--- src/rtl/digi_sampler_if.sv ---
// CPU cartridge IO bus as seen by the sampler: address, strobes, data and IRQ.
interface digi_sampler_if;
  logic [15:0] addr;
  logic        rd_n;
  logic        wr_n;
  logic [7:0]  data_in;
  logic [7:0]  data_out;
  logic        data_oe;
  logic        irq_n;

  // CPU side drives the bus, the cartridge answers.
  modport master (
    output addr, rd_n, wr_n, data_in,
    input  data_out, data_oe, irq_n
  );

  modport slave (
    input  addr, rd_n, wr_n, data_in,
    output data_out, data_oe, irq_n
  );
endinterface

--- src/rtl/digi_sampler.sv ---
// Sampler cartridge: decimates a PCM stream into a small FIFO that the CPU
// drains through IO1 ($DE00-$DE03).
module digi_sampler #(
  parameter int unsigned DEPTH = 16,
  parameter int unsigned AW    = 4
) (
  input  logic           clk,
  input  logic           reset,
  digi_sampler_if.slave  bus,
  input  logic [15:0]    audio_in,
  input  logic           audio_valid
);

  localparam logic [13:0] IoBase    = 14'h3780;
  localparam logic [AW:0] FullCount = (AW+1)'(DEPTH);
  localparam logic [AW:0] HalfCount = (AW+1)'(DEPTH / 2);

  logic [7:0]    mem_q [DEPTH];
  logic [AW-1:0] rd_ptr_q, rd_ptr_d, wr_ptr_q, wr_ptr_d;
  logic [AW:0]   count_q, count_d;
  logic [7:0]    div_q, div_d, ctrl_q, ctrl_d, dcnt_q, dcnt_d, data_out_q, data_out_d;
  logic          ovf_q, ovf_d, unf_q, unf_d, acc_q;

  logic       hit, acc, first, rd_first, wr_first;
  logic [1:0] reg_sel;
  logic       full, empty, flush, pop_req, push_req, do_pop, do_push;
  logic       ovf_set, unf_set, stat_rd, div_wr, ctrl_wr;
  logic [7:0] status, rd_data;
  logic       unused_audio;

  assign unused_audio = ^audio_in[7:0];

  // Only the first cycle of a held strobe counts as a new access.
  assign hit      = bus.addr[15:2] == IoBase;
  assign acc      = (!bus.rd_n || !bus.wr_n) && hit;
  assign first    = acc && !acc_q;
  assign rd_first = first && !bus.rd_n;
  assign wr_first = first && bus.rd_n && !bus.wr_n;
  assign reg_sel  = bus.addr[1:0];

  assign full    = count_q == FullCount;
  assign empty   = count_q == '0;
  assign div_wr  = wr_first && (reg_sel == 2'd2);
  assign ctrl_wr = wr_first && (reg_sel == 2'd3);
  assign flush   = ctrl_wr && bus.data_in[1];
  assign stat_rd = rd_first && (reg_sel == 2'd1);
  assign pop_req = rd_first && (reg_sel == 2'd0);

  assign push_req = audio_valid && ctrl_q[0] && (dcnt_q == div_q);
  assign do_pop   = pop_req && !empty && !flush;
  // A simultaneous pop frees the slot, so a push into a full FIFO is legal then.
  assign do_push  = push_req && (!full || do_pop) && !flush;
  assign ovf_set  = push_req && full && !do_pop && !flush;
  assign unf_set  = pop_req && empty;

  // At DEPTH entries the count field wraps to zero; FULL carries the information.
  assign status = {full, empty, ovf_q, unf_q, 4'(count_q[AW-1:0])};

  assign bus.data_out = data_out_q;
  assign bus.data_oe  = !reset && !bus.rd_n && hit;
  assign bus.irq_n    = !(ctrl_q[2] && (count_q >= HalfCount));

  // Register read mux.
  always_comb begin
    rd_data = 8'h80;
    unique case (reg_sel)
      2'd0:    rd_data = empty ? 8'h80 : mem_q[rd_ptr_q];
      2'd1:    rd_data = status;
      2'd2:    rd_data = div_q;
      default: rd_data = ctrl_q;
    endcase
  end

  // Next-state for FIFO, registers, flags and decimation counter.
  always_comb begin
    rd_ptr_d   = rd_ptr_q;
    wr_ptr_d   = wr_ptr_q;
    count_d    = count_q;
    div_d      = div_q;
    ctrl_d     = ctrl_q;
    dcnt_d     = dcnt_q;
    data_out_d = data_out_q;
    ovf_d      = (ovf_q && !stat_rd) || ovf_set;
    unf_d      = (unf_q && !stat_rd) || unf_set;

    if (rd_first) data_out_d = rd_data;
    if (div_wr)   div_d = bus.data_in;
    if (ctrl_wr)  ctrl_d = bus.data_in & 8'hFD;

    if (flush) begin
      rd_ptr_d = '0;
      wr_ptr_d = '0;
      count_d  = '0;
    end else begin
      if (do_pop)  rd_ptr_d = rd_ptr_q + AW'(1);
      if (do_push) wr_ptr_d = wr_ptr_q + AW'(1);
      unique case ({do_push, do_pop})
        2'b10:   count_d = count_q + (AW+1)'(1);
        2'b01:   count_d = count_q - (AW+1)'(1);
        default: count_d = count_q;
      endcase
    end

    if (div_wr || !ctrl_q[0]) begin
      dcnt_d = '0;
    end else if (audio_valid) begin
      dcnt_d = push_req ? 8'd0 : dcnt_q + 8'd1;
    end
  end

  // Control/status state with asynchronous reset.
  always_ff @(posedge clk or posedge reset) begin
    if (reset) begin
      acc_q      <= 1'b1;
      rd_ptr_q   <= '0;
      wr_ptr_q   <= '0;
      count_q    <= '0;
      div_q      <= '0;
      ctrl_q     <= '0;
      dcnt_q     <= '0;
      ovf_q      <= 1'b0;
      unf_q      <= 1'b0;
      data_out_q <= 8'h80;
    end else begin
      acc_q      <= acc;
      rd_ptr_q   <= rd_ptr_d;
      wr_ptr_q   <= wr_ptr_d;
      count_q    <= count_d;
      div_q      <= div_d;
      ctrl_q     <= ctrl_d;
      dcnt_q     <= dcnt_d;
      ovf_q      <= ovf_d;
      unf_q      <= unf_d;
      data_out_q <= data_out_d;
    end
  end

  // Sample storage, kept as the unsigned byte the CPU reads.
  always_ff @(posedge clk) begin
    if (do_push) mem_q[wr_ptr_q] <= audio_in[15:8] ^ 8'h80;
  end

endmodule

--- src/flat_wrapper.sv ---
// flat-port wrapper written by rule: the top's interface ports become plain ports
module digi_sampler_flat 
#(
  parameter int unsigned DEPTH = 16,
  parameter int unsigned AW    = 4
)
  (clk, reset, audio_in, audio_valid, bus_addr, bus_rd_n, bus_wr_n, bus_data_in, bus_data_out, bus_data_oe, bus_irq_n);
  digi_sampler_if bus_i ();
  input  logic clk;
  input  logic reset;
  input  logic [15:0] audio_in;
  input  logic audio_valid;
  input wire logic [$bits(bus_i.addr)-1:0] bus_addr;
  input wire logic [$bits(bus_i.rd_n)-1:0] bus_rd_n;
  input wire logic [$bits(bus_i.wr_n)-1:0] bus_wr_n;
  input wire logic [$bits(bus_i.data_in)-1:0] bus_data_in;
  output wire logic [$bits(bus_i.data_out)-1:0] bus_data_out;
  output wire logic [$bits(bus_i.data_oe)-1:0] bus_data_oe;
  output wire logic [$bits(bus_i.irq_n)-1:0] bus_irq_n;
  assign bus_i.addr = bus_addr;
  assign bus_i.rd_n = bus_rd_n;
  assign bus_i.wr_n = bus_wr_n;
  assign bus_i.data_in = bus_data_in;
  assign bus_data_out = bus_i.data_out;
  assign bus_data_oe = bus_i.data_oe;
  assign bus_irq_n = bus_i.irq_n;
  digi_sampler #(.DEPTH(DEPTH), .AW(AW)) u_core (.clk(clk), .reset(reset), .bus(bus_i), .audio_in(audio_in), .audio_valid(audio_valid));
endmodule
--- config.mk ---
export PLATFORM = sky130hd
export DESIGN_NAME = digi_sampler_flat
export DESIGN_NICKNAME = d
export VERILOG_FILES = /design/src/rtl/digi_sampler_if.sv /design/src/rtl/digi_sampler.sv /design/src/flat_wrapper.sv
export SDC_FILE = /design/constraint.sdc
export NUM_CORES = 1
export LEC_CHECK = 0
export CAP_MARGIN = 20
export CORE_ASPECT_RATIO = 1.75
export CORE_MARGIN = 1.5
export CORE_UTILIZATION = 50
export DETAILED_ROUTE_END_ITERATION = 6
export PLACE_DENSITY = 0.7
export SLEW_MARGIN = 20
export SYNTH_ARGS = -nofsm -noshare
export SYNTH_HDL_FRONTEND = slang
export SYNTH_SLANG_ARGS = --single-unit
--- constraint.sdc ---
create_clock -name clk -period 8.9 [get_ports clk]
set_input_delay 1.335 -clock clk [delete_from_list [all_inputs] [get_ports clk]]
set_output_delay 1.335 -clock clk [all_outputs]
set_load 0.02 [all_outputs]
== Word level (Yosys, flattened, before mapping) ==
Memories as Yosys holds them, arrays and structs flattened.
Cells that the tools add are included.
Word-level totals
  bits in registers: 47
  bits in writable memories: 128
  input bits: 45
  word-level logic and storage cells: 86
  memories kept: 1
Memories
  u_core.mem_q: words 16, width 8, rd ports 1, clocked after Yosys merged registers in 0, write ports 1, RTL line digi_sampler.sv:18  | logic [7:0] mem_q [DEPTH];
Operators by class
  $add $sub $neg: 5
  order comparisons: 1
  equal/unequal tests: 8
  multiplexer cells: 13
  bitwise logic cells: 1
  reductions and logical operators: 47
Operator list (count)
  $mux W8: 4
  $logic_and A1 B1 Y1: 25
  $pmux W8 S3: 1
  $mux W4: 4
  $eq A14 B14 Y1 const B: 1
  $logic_not A1 Y1: 11
  $pmux W5 S2: 1
  $add A4 B1 Y4 const B: 2
  $add A8 B1 Y8 const B: 1
  $eq A8 B8 Y1: 1
  $eq A2 B2 Y1 const B: 3
  $reduce_bool A2 Y1: 3
  $add A5 B1 Y5 const B: 1
  $eq A5 B5 Y1 const B: 1
  $ge A5 B4 Y1 const B: 1
  $logic_not A5 Y1: 1
  $logic_or A1 B1 Y1: 5
  $mux W5: 1
  $sub A5 B1 Y5 const B: 1
  $eq A2 B1 Y1 const B: 2
  $reduce_bool A3 Y1: 1
  $logic_not A2 Y1: 1
  $mux W1: 2
  $not A1 Y1: 1

== Logic depth before layout (Yosys ltp) ==
Gate-level depths: netlist (run 1).
  depth after elaboration: 16
  mapped depth: 15
  depth with buffers taken out: 13

== Worst setup path before layout (run 1) ==
No wires, ideal clock.
  path type: input to register
  start point: input port bus_addr[3]
  end point: register u_core.count_q[4]
  library setup time: 0.077 ns
  arrival: 4.806 ns
  required time: 8.823 ns
  setup slack: 4.017 ns
  cell stages on the path: 15
  path buffers: 2
  path through: or4_4 > or4_4 > buf_6 > o311a_4 > a211oi_4 > buf_6 > inv_1 > ha_1 > xor2_1 > ha_1 > a211o_1 > a21oi_1 > a221oi_1 > or3_1 > a21oi_1
On the way
  word-level cells in the longest chain between the ends: 15
RTL lines
  start, declared: RTL line flat_wrapper.sv:13  | input wire logic [$bits(bus_i.addr)-1:0] bus_addr;
  $eq A14 B14 Y1 (*): RTL line digi_sampler.sv:34  | assign hit = bus.addr[15:2] == IoBase;
  $logic_and A1 B1 Y1 (*): RTL line digi_sampler.sv:35  | assign acc = (!bus.rd_n || !bus.wr_n) && hit;
  $logic_and A1 B1 Y1 (*): RTL line digi_sampler.sv:36  | assign first = acc && !acc_q;
  $logic_and A1 B1 Y1 (2 in series): RTL line digi_sampler.sv:38  | assign wr_first = first && bus.rd_n && !bus.wr_n;
  $logic_and A1 B1 Y1: RTL line digi_sampler.sv:44  | assign ctrl_wr = wr_first && (reg_sel == 2'd3);
  $logic_and A1 B1 Y1: RTL line digi_sampler.sv:45  | assign flush = ctrl_wr && bus.data_in[1];
  $logic_not A1 Y1: RTL line digi_sampler.sv:50, digi_sampler.sv:52
  $logic_and A1 B1 Y1: RTL line digi_sampler.sv:50  | assign do_pop = pop_req && !empty && !flush;
  $logic_or A1 B1 Y1: RTL line digi_sampler.sv:52  | assign do_push = push_req && (!full || do_pop) && !flush;
  $logic_and A1 B1 Y1 (2 in series): RTL line digi_sampler.sv:52
  $eq A2 B1 Y1 or $eq A2 B2 Y1 (tied branches): RTL line digi_sampler.sv:97  | unique case ({do_push, do_pop})
  $pmux W5 S2: RTL line digi_sampler.sv:97
  $mux W5: RTL line digi_sampler.sv:90  | if (flush) begin
  end signal, assigned: RTL line digi_sampler.sv:128  | count_q <= count_d;
  end, declared: RTL line digi_sampler.sv:20  | logic [AW:0] count_q, count_d;
Every way passes the cells marked *; elsewhere a longest branch is shown, timed or not.
A chain may end at the register's enable or synchronous reset.

== Final worst setup path (run 1) ==
Same ends and word-level chain as after synthesis.

==> results of run 1 <==
## flip-flops by register name, summed over array words and instances, names as in the netlist
name and flops:
u_core.ovf_q 1, u_core.ctrl_q 7, u_core.acc_q 1, u_core.div_q 8, u_core.wr_ptr_q 4, u_core.mem_q 128
u_core.unf_q 1, u_core.dcnt_q 8, u_core.count_q 5, u_core.rd_ptr_q 4, u_core.bus.data_out 8
## Yosys cell counts (10+ instances only)
library cell | number | share of area (%)
mux2i_1 | 15 | 1.9
xor2_1 | 12 | 1.4
a21oi_1 | 16 | 1.0
ha_1 | 10 | 1.6
dfrtp_1 | 45 | 15
clkbuf_1 | 14 | 0.68
mux2_2 | 11 | 1.6
edfxtp_1 | 128 | 50
inv_1 | 15 | 0.73
nand3_1 | 12 | 0.78
mux4_2 | 29 | 8.4
nor2_1 | 21 | 1.0
nand2_1 | 60 | 2.9
o21ai_0 | 13 | 0.84
and3_1 | 18 | 1.5
## routing by layer
| layer | wire, µm | GRT usage (%) | vias to the layer above | part of all wire, % |
|---|---|---|---|---|
| met5 | 0 | 0 | - | 0 |
| met4 | 762 | 11.47 | 0 | 4.3 |
| met3 | 639 | 3.756 | 34 | 3.6 |
| met2 | 9764 | 41.93 | 139 | 56 |
| met1 | 6359 | 24.11 | 2362 | 36 |
| li1 | - | - | 2094 | - |
## cell type report
cell class	instances	area, µm²
Clock buffer	17	425.4
Inverter	15	57.56
Timing Repair Buffer	49	483.0
Multi-Input combinational cell	314	2555
Sequential cell	175	5024
Fill cell	1182	6286
Tap cell	186	232.7
Clock inverter	15	176.4
## per-stage QoR
stage	power (µW)	setup slack, ns	instances
detailed placement	936.0	3.179	739
global route	1712	3.361	771
floorplan	906.2	4.017	529
global placement	934.2	3.226	739
finish	1661	3.589	771
CTS	1672	3.614	771
## path summary, 6_finish.rpt
path	start	slack, ns	end	cells past startpoint
max in group asynchronous	reset	6.93	u_core.rd_ptr_q[0]	2
setup / recovery	bus_addr[3]	3.59	u_core.count_q[4]	14
hold reg to reg	u_core.ctrl_q[6]	0.47	u_core.ctrl_q[6]	2
setup reg to reg	u_core.dcnt_q[0]	5.13	u_core.count_q[4]	13
hold / removal	u_core.ctrl_q[6]	0.47	u_core.ctrl_q[6]	2
min in group asynchronous	reset	1.42	u_core.bus.data_out[0]	2
## logic make-up after synthesis
family          count (synthesis)  synth area share (%)
xor+xnor                       21                 2.376
flops                         175                 64.87
buf+inv                        40                 2.214
fa+ha+maj                      10                 1.616
mux                            55                 11.97
simple gates                  159                 10.68
compound gates                 69                 6.270
## power groups by stage
stage                     Clock [µW]  Sequential [µW]  Combinational (µW)
after global placement             0              894                40.5
final                            744              876                41.8
after detailed placement           0              894                42.2
after global routing             790              876                45.8
after floorplan                    0              894                12.4
after CTS                        754              876                42.4
## worst max-delay path, cell delays in order
cell and delay [ns]:
clkdlybuf4s50_1 0.44, or4_4 0.57, or4_4 0.52, o311a_4 0.46
a211oi_4 0.53, inv_1 0.14, ha_1 0.28, xor2_1 0.19
ha_1 0.24, a211o_1 0.27, a21oi_1 0.14, a221oi_1 0.07
or3_1 0.32, a21oi_1 0.14
==> results.yml, run 1 <==
status:
  status: "complete, no violations"
route:
  num_vias: 4629
  drt_wl_total_um: 17530
  antenna_left: 0
  drt_first_pass_iters: 5
  post_drt_wl_per_cell_um: 22.73
  drc: 0
  drtIter0Drc: 264
  vias_per_cell: 6.004
clock_network:
  cts_setup_buffers: 0
  h-tree-depth: 4
  cts_tree: "done"
  clock-root-buffer: "clkbuf_16"
  worstSkewPairLatency_ns: 0.43
  holdBufCountCts: 0
  cts_resized: 0
  clock-sinks: 175
  cts_buffers: 17
  cts_max_path_buffers: 2
  clkTransAtPathRegs_ns: 0.08
floorplanning:
  rows: 60
  coreArea_um2: 15240
  start_util_pct: 50.80
  ios: 55
  dieArea_um2: 16270
  die_x_um: 97.07
  dieHeight_um: 167.6
worst_setup_path:
  critical_path_required_ns: 9.24
  worstPathMaxFanout: 17
  critPathArrivalTime_ns: 5.65
  worst_setup_path_start_kind: "primary input"
  end_kind: "flop"
  path_class: "primary input to flop"
timing:
  fin_worst_skew_ns: 0.01277
  rsz0062_at_grt: "false"
  worstMarginPinSlew_ns: 1.089
  setup_viol: 0
  fmax_mhz: 188.3
  slew_viol_final: 0
  max_slew_margin_pct: 26.96
  hold_viol: 0
  setup_tns_ns: 0
  finalCritPeriodShare_pct: 59.67
  holdWs_ns: 0.4705
  period_minus_slack_ns: 5.311
cells_and_area:
  stdcell_area_um2: 8954
  final_util_pct: 58.75
  final_common_cell: "edfxtp_1"
  final_cell_mix: "128 x edfxtp_1, 60 x nand2_1, 46 x clkdlybuf4s50_1"
  antenna_cells: 0
  drive_gt1_share_pct: 16.24
  syn_to_final_growth_pct: 15.64
  nets: 627
logic_synthesis:
  synth_area_per_cell_um2: 14.64
  ys_types: 56
  synth_edf_count: 128
  ys_ff_latch: 175
  ys_seq_area_share_pct: 64.87
  ys_async_sr_fraction_pct: 26.86
  syn_nets: 584
  synthCells: 529
  synth_area_um2: 7742
  synth-main-ff-cell: "edfxtp_1"
  yosysWarnings: 0
placed_design:
  place_hpwl_um: 11910
  placed_cell_area_um2: 8344
  placement.io_buffers: 46
  globalplace.congestion: 0.8473
pwr:
  p_seq_share_pct: 52.7
  swShare_pct: 23.17
  switching_power_uw: 384.9
  cellLeakagePower_uw: 0.003327
  p_int_uw: 1276
  ir_worst_vdd_mv: 0.1656
  combPwrFrac_pct: 2.5
  pwr-share-clk_pct: 44.8
  power.density_nw_per_um2: 185.5
grt:
  antenna_found_initial: 0
  grtUsageTotal_pct: 22.48
  gr-total-overflow: 0
  grt_start_max_net_pins: 48
  grt_pass1_wl_um: 27220
  grt_pass1_vias: 4905
flow_run:
  drv_cap: 0
min_path:
  hold_class: "flop to flop"
No activity file was read; power rests on OpenSTA's default activity.
==> inputs of run 2 (changes only) <==
- clock period: 8.9 -> 5 ns (I/O delays scaled with it)
==> run 2 against run 1 <==
- largest cell class unchanged
- setup slack lost 2.9 ns
- critical endpoint unchanged
- largest power group unchanged
- combinational power is 78% higher
- register-to-register slack got worse by 3.5 ns
- non-clock buffer count rose by 6
==> results.yml, run 2 (synthesis gave the netlist of run 1 again) <==
clock_network:
  cts_resized: 0
  cts_setup_buffers: 0
  h-tree-depth: 4
  clock-sinks: 175
  clkTransAtPathRegs_ns: 0.07
  worstSkewPairLatency_ns: 0.43
  cts_buffers: 17
  holdBufCountCts: 0
  cts_max_path_buffers: 2
  clock-root-buffer: "clkbuf_16"
  cts_tree: "done"
floorplanning:
  rows: 60
  ios: 55
  dieHeight_um: 167.6
  die_x_um: 97.07
  dieArea_um2: 16270
  start_util_pct: 50.80
  coreArea_um2: 15240
timing:
  period_minus_slack_ns: 4.340
  slew_viol_final: 0
  fmax_mhz: 230.4
  setup_tns_ns: 0
  worstMarginPinSlew_ns: 1.008
  max_slew_margin_pct: 32.43
  finalCritPeriodShare_pct: 86.81
  rsz0062_at_grt: "false"
  fin_worst_skew_ns: 0.01243
  setup_viol: 0
  hold_viol: 0
cells_and_area:
  final_common_cell: "edfxtp_1"
  largest_reg_flops: 128
  regMostFlops: "u_core.mem_q"
  nets: 633
  drive_gt1_share_pct: 17.12
  syn_to_final_growth_pct: 15.76
  instances_no_fill: 776
  antenna_cells: 0
  final_cell_mix: "128 x edfxtp_1, 60 x nand2_1, 46 x clkdlybuf4s50_1"
route:
  antenna_left: 0
  drc: 0
  drtIter0Drc: 266
  drt_wl_total_um: 17440
  post_drt_wl_per_cell_um: 22.47
  vias_per_cell: 5.987
  drt_first_pass_iters: 5
  num_vias: 4646
grt:
  gr-total-overflow: 0
  grt_pass1_vias: 4900
  grtUsageTotal_pct: 22.64
  antenna_found_initial: 0
  grt_pass1_wl_um: 27520
  grt_start_max_net_pins: 48
worst_setup_path:
  worstPathMaxFanout: 10
  cp-startpoint: "bus_addr[3]"
  ff2ff_path_depth: 13
  r2r-end: "u_core.count_q[4]"
  critical_path_required_ns: 5.34
  reg2reg_slack_ns: 1.60
  end_kind: "flop"
  critPathArrivalTime_ns: 4.68
  worst_setup_path_start_kind: "primary input"
  path_class: "primary input to flop"
  reg2reg_from: "u_core.dcnt_q[0]"
  crit_path_end: "u_core.count_q[4]"
pwr:
  ir_worst_vdd_mv: 0.2290
  power.density_nw_per_um2: 324.2
  swShare_pct: 22.41
  cellLeakagePower_uw: 0.003329
  p_int_uw: 2254
  combPwrFrac_pct: 2.6
  switching_power_uw: 651.1
  p_total_uw: 2906
  p_seq_share_pct: 53.7
  pwr-share-clk_pct: 43.8
min_path:
  hold_class: "flop to flop"
placed_design:
  placement.io_buffers: 46
  dp_cells: 745
  place_hpwl_um: 12310
  globalplace.congestion: 0.8911
flow_run:
  drv_cap: 0
status:
  status: "complete, no violations"
[run 2: changes by cell type in the layout (fill, tap and decap cells not counted), sizes merged]
cell / before / now
inv: 24 / 21
clkinvlp: 0 / 3
clkinv: 6 / 5
buf: 3 / 9
[run 2: worst min path at each step]
stage,cells after the start,from,to,slack (ns)
floorplan,2,u_core.ctrl_q[3],u_core.ctrl_q[3],0.43
global placement,2,u_core.ctrl_q[5],u_core.ctrl_q[5],0.44
detailed placement,2,u_core.ctrl_q[3],u_core.ctrl_q[3],0.46
CTS,2,u_core.ctrl_q[3],u_core.ctrl_q[3],0.47
global route,1,u_core.ovf_q,u_core.ovf_q,0.50
finish,2,u_core.ctrl_q[3],u_core.ctrl_q[3],0.47
[run 2: worst max-delay path, stage by stage]
cell	delay [ns]
clkdlybuf4s50_1	0.42
or4_4	0.56
or4_4	0.51
o311a_4	0.46
a211oi_4	0.26
inv_1	0.09
ha_1	0.26
xor2_1	0.18
ha_1	0.23
a211o_1	0.27
a21oi_1	0.14
a221oi_1	0.07
or3_1	0.32
a21oi_1	0.15
[run 2: final cells by class]
cell class                 instances  area (µm²)
fill                            1223        6277
clock buffer                      17       425.4
timing repair buffer              55       528.0
inverter                          15       57.56
clock inverter                    14       146.4
sequential                       175        5024
tap                              186       232.7
multi-input combinational        314        2549
[run 2: metal layers]
metal,global-route usage [%],share of wire [%],up-vias
met4,10.46,3.7,0
met3,4.215,3.8,39
li1,-,-,2113
met5,0,0,-
met2,42.51,57,143
met1,24.22,36,2351
[run 2: power by group through the flow]
stage | Combinational, µW | Clock [µW] | Sequential [µW]
2_1_floorplan | 22.1 | 0 | 1590
3_3_place_gp | 73.0 | 0 | 1590
3_5_place_dp | 75.3 | 0 | 1590
4_1_cts | 75.7 | 1290 | 1560
5_1_grt | 81.5 | 1350 | 1560
6_report | 74.5 | 1270 | 1560
[run 2: stage by stage]
stage               utilization (%)  hold WS (ns)  instance area (µm²)  setup WS, ns
finish                        58.81        0.4667                 8962        0.6596
global placement              55.05        0.4446                 8389        0.2901
CTS                           58.80        0.4725                 8961        0.6378
global route                  58.81        0.5027                 8962        0.4609
floorplan                         -        0.4312                 7742        0.7018
detailed placement            55.05        0.4552                 8389        0.2146
==> inputs of run 3 (changes only) <==
- CORE_MARGIN: 1.5 -> 8
==> run 3 against run 2 <==
- final area is 0.75% higher
- cell count is 0.13% higher
- wire length is 1.4% higher
- die area is 22% higher
- hold slack better by 0.0020 ns
- clock skew is 0.0015 ns higher
- non-clock buffer count stayed put
- utilization is 0.44 points higher
==> results.yml, run 3 (synthesis gave the netlist of run 1 again) <==
status:
  status: "complete, no violations"
floorplanning:
  coreArea_um2: 15240
  dieHeight_um: 180.6
  die_x_um: 110.1
  rows: 60
  start_util_pct: 50.80
  ios: 55
  dieArea_um2: 19880
timing:
  slew_viol_final: 0
  fmax_mhz: 231.7
  max_slew_margin_pct: 29.01
  setup_viol: 0
  fin_worst_skew_ns: 0.01391
  hold_viol: 0
  rsz0062_at_grt: "false"
  worstMarginPinSlew_ns: 1.059
  setup_tns_ns: 0
  period_minus_slack_ns: 4.315
  finalCritPeriodShare_pct: 86.30
  holdWs_ns: 0.4687
placed_design:
  globalplace.congestion: 0.8238
  placement.io_buffers: 46
  place_hpwl_um: 12430
cells_and_area:
  drive_gt1_share_pct: 17.26
  largest_reg_flops: 128
  final_cell_mix: "128 x edfxtp_1, 60 x nand2_1, 46 x clkdlybuf4s50_1"
  antenna_cells: 0
  regMostFlops: "u_core.mem_q"
  final_common_cell: "edfxtp_1"
  syn_to_final_growth_pct: 16.63
  nets: 633
pwr:
  ir_worst_vdd_mv: 0.2224
  p_total_uw: 3018
  cellLeakagePower_uw: 0.003363
  power.density_nw_per_um2: 334.3
clock_network:
  clkTransAtPathRegs_ns: 0.08
  cts_resized: 0
  clock-root-buffer: "clkbuf_16"
  cts_setup_buffers: 0
  h-tree-depth: 4
  holdBufCountCts: 0
  worstSkewPairLatency_ns: 0.43
  cts_max_path_buffers: 2
  cts_tree: "done"
  clock-sinks: 175
  cts_buffers: 17
grt:
  grtUsageTotal_pct: 18.76
  grt_pass1_vias: 5010
  grt_pass1_wl_um: 27720
  grt_util_met2_pct: 34.30
  antenna_found_initial: 0
  gr-total-overflow: 0
  grt_start_max_net_pins: 48
  top_usage_layer: "met2"
  use_met1_pct: 19.01
  gr-usage-met3_pct: 4.226
worst_setup_path:
  path_class: "primary input to flop"
  ff2ff_path_depth: 13
  r2r-end: "u_core.count_q[4]"
  critPathSlowestCell: "or4_4"
  worstPathMaxFanout: 10
  end_kind: "flop"
  path_cells: "clkdlybuf4s50_1 -> or4_4 -> or4_4 -> o311a_4 -> a211oi_4 -> inv_1 -> ha_1 -> xor2_1 -> ha_1 -> a211o_1 -> a21oi_1 -> a221oi_1 -> or3_1 -> a21oi_1"
  reg2reg_from: "u_core.dcnt_q[0]"
  slowest_delay_ns: 0.56
  cp-startpoint: "bus_addr[3]"
  critPathArrivalTime_ns: 4.66
  worst_setup_path_start_kind: "primary input"
  reg2reg_slack_ns: 1.54
  critical_path_required_ns: 5.34
min_path:
  worstHoldPathCells: 2
  hold_class: "flop to flop"
  hp-start: "u_core.ctrl_q[6]"
  min_to: "u_core.ctrl_q[6]"
flow_run:
  drv_cap: 0
route:
  drt_wl_total_um: 17670
  drtIter0Drc: 297
  drc: 0
  num_vias: 4626
  post_drt_wl_per_cell_um: 22.74
  vias_per_cell: 5.954
  drt_first_pass_iters: 4
  antenna_left: 0
[run 3: cell count changes in the layout (fill, tap and decap cells not counted), sizes merged]
cell / change
clkinvlp: -2
bufinv: +1
clkinv: +3
inv: -1
[run 3: worst max-delay path by stage]
stage                   endpoint  slack, ns
2_1_floorplan  u_core.count_q[4]       0.70
3_3_place_gp   u_core.count_q[4]       0.32
3_5_place_dp   u_core.count_q[4]       0.26
4_1_cts        u_core.count_q[4]       0.69
5_1_grt        u_core.count_q[4]       0.50
6_report       u_core.count_q[4]       0.68
[run 3: routing by layer]
layer,up-vias,part of all wire (%)
met2,121,57
li1,2113,-
met4,0,3.4
met1,2355,35
met5,-,0
met3,37,4.3
[run 3: report_power, final]
group	switching, µW	internal [µW]
clock network	651	734
logic	41.5	33.0
registers	0.216	1560
total	693	2330
[run 3: metrics by stage]
| stage | util, % | instance area [µm²] | instances | setup WS [ns] |
|---|---|---|---|---|
| 2_1_floorplan | - | 7742 | 529 | 0.7018 |
| 3_3_place_gp | 55.05 | 8389 | 745 | 0.3215 |
| 3_5_place_dp | 55.05 | 8389 | 745 | 0.2625 |
| 4_1_cts | 59.24 | 9029 | 777 | 0.6908 |
| 5_1_grt | 59.25 | 9030 | 777 | 0.5019 |
| 6_report | 59.25 | 9030 | 777 | 0.6848 |
[run 3: worst max-delay path, delay by kind of cell]
kind | cells | cell delay (ns)
AND/OR/NAND/NOR | 3 | 1.39
AO/OA/AOI/OAI | 6 | 1.37
buffers and inverters | 2 | 0.48
adder cells (fa/ha/maj) | 2 | 0.48
XOR/XNOR | 1 | 0.18
[run 3: layout make-up]
class,count,area (µm²)
fill,1130,6210
sequential,175,5024
multi-input combinational,314,2549
timing repair buffer,55,528.0
clock buffer,17,425.4
tap,186,232.7
clock inverter,15,214.0
inverter,15,57.56
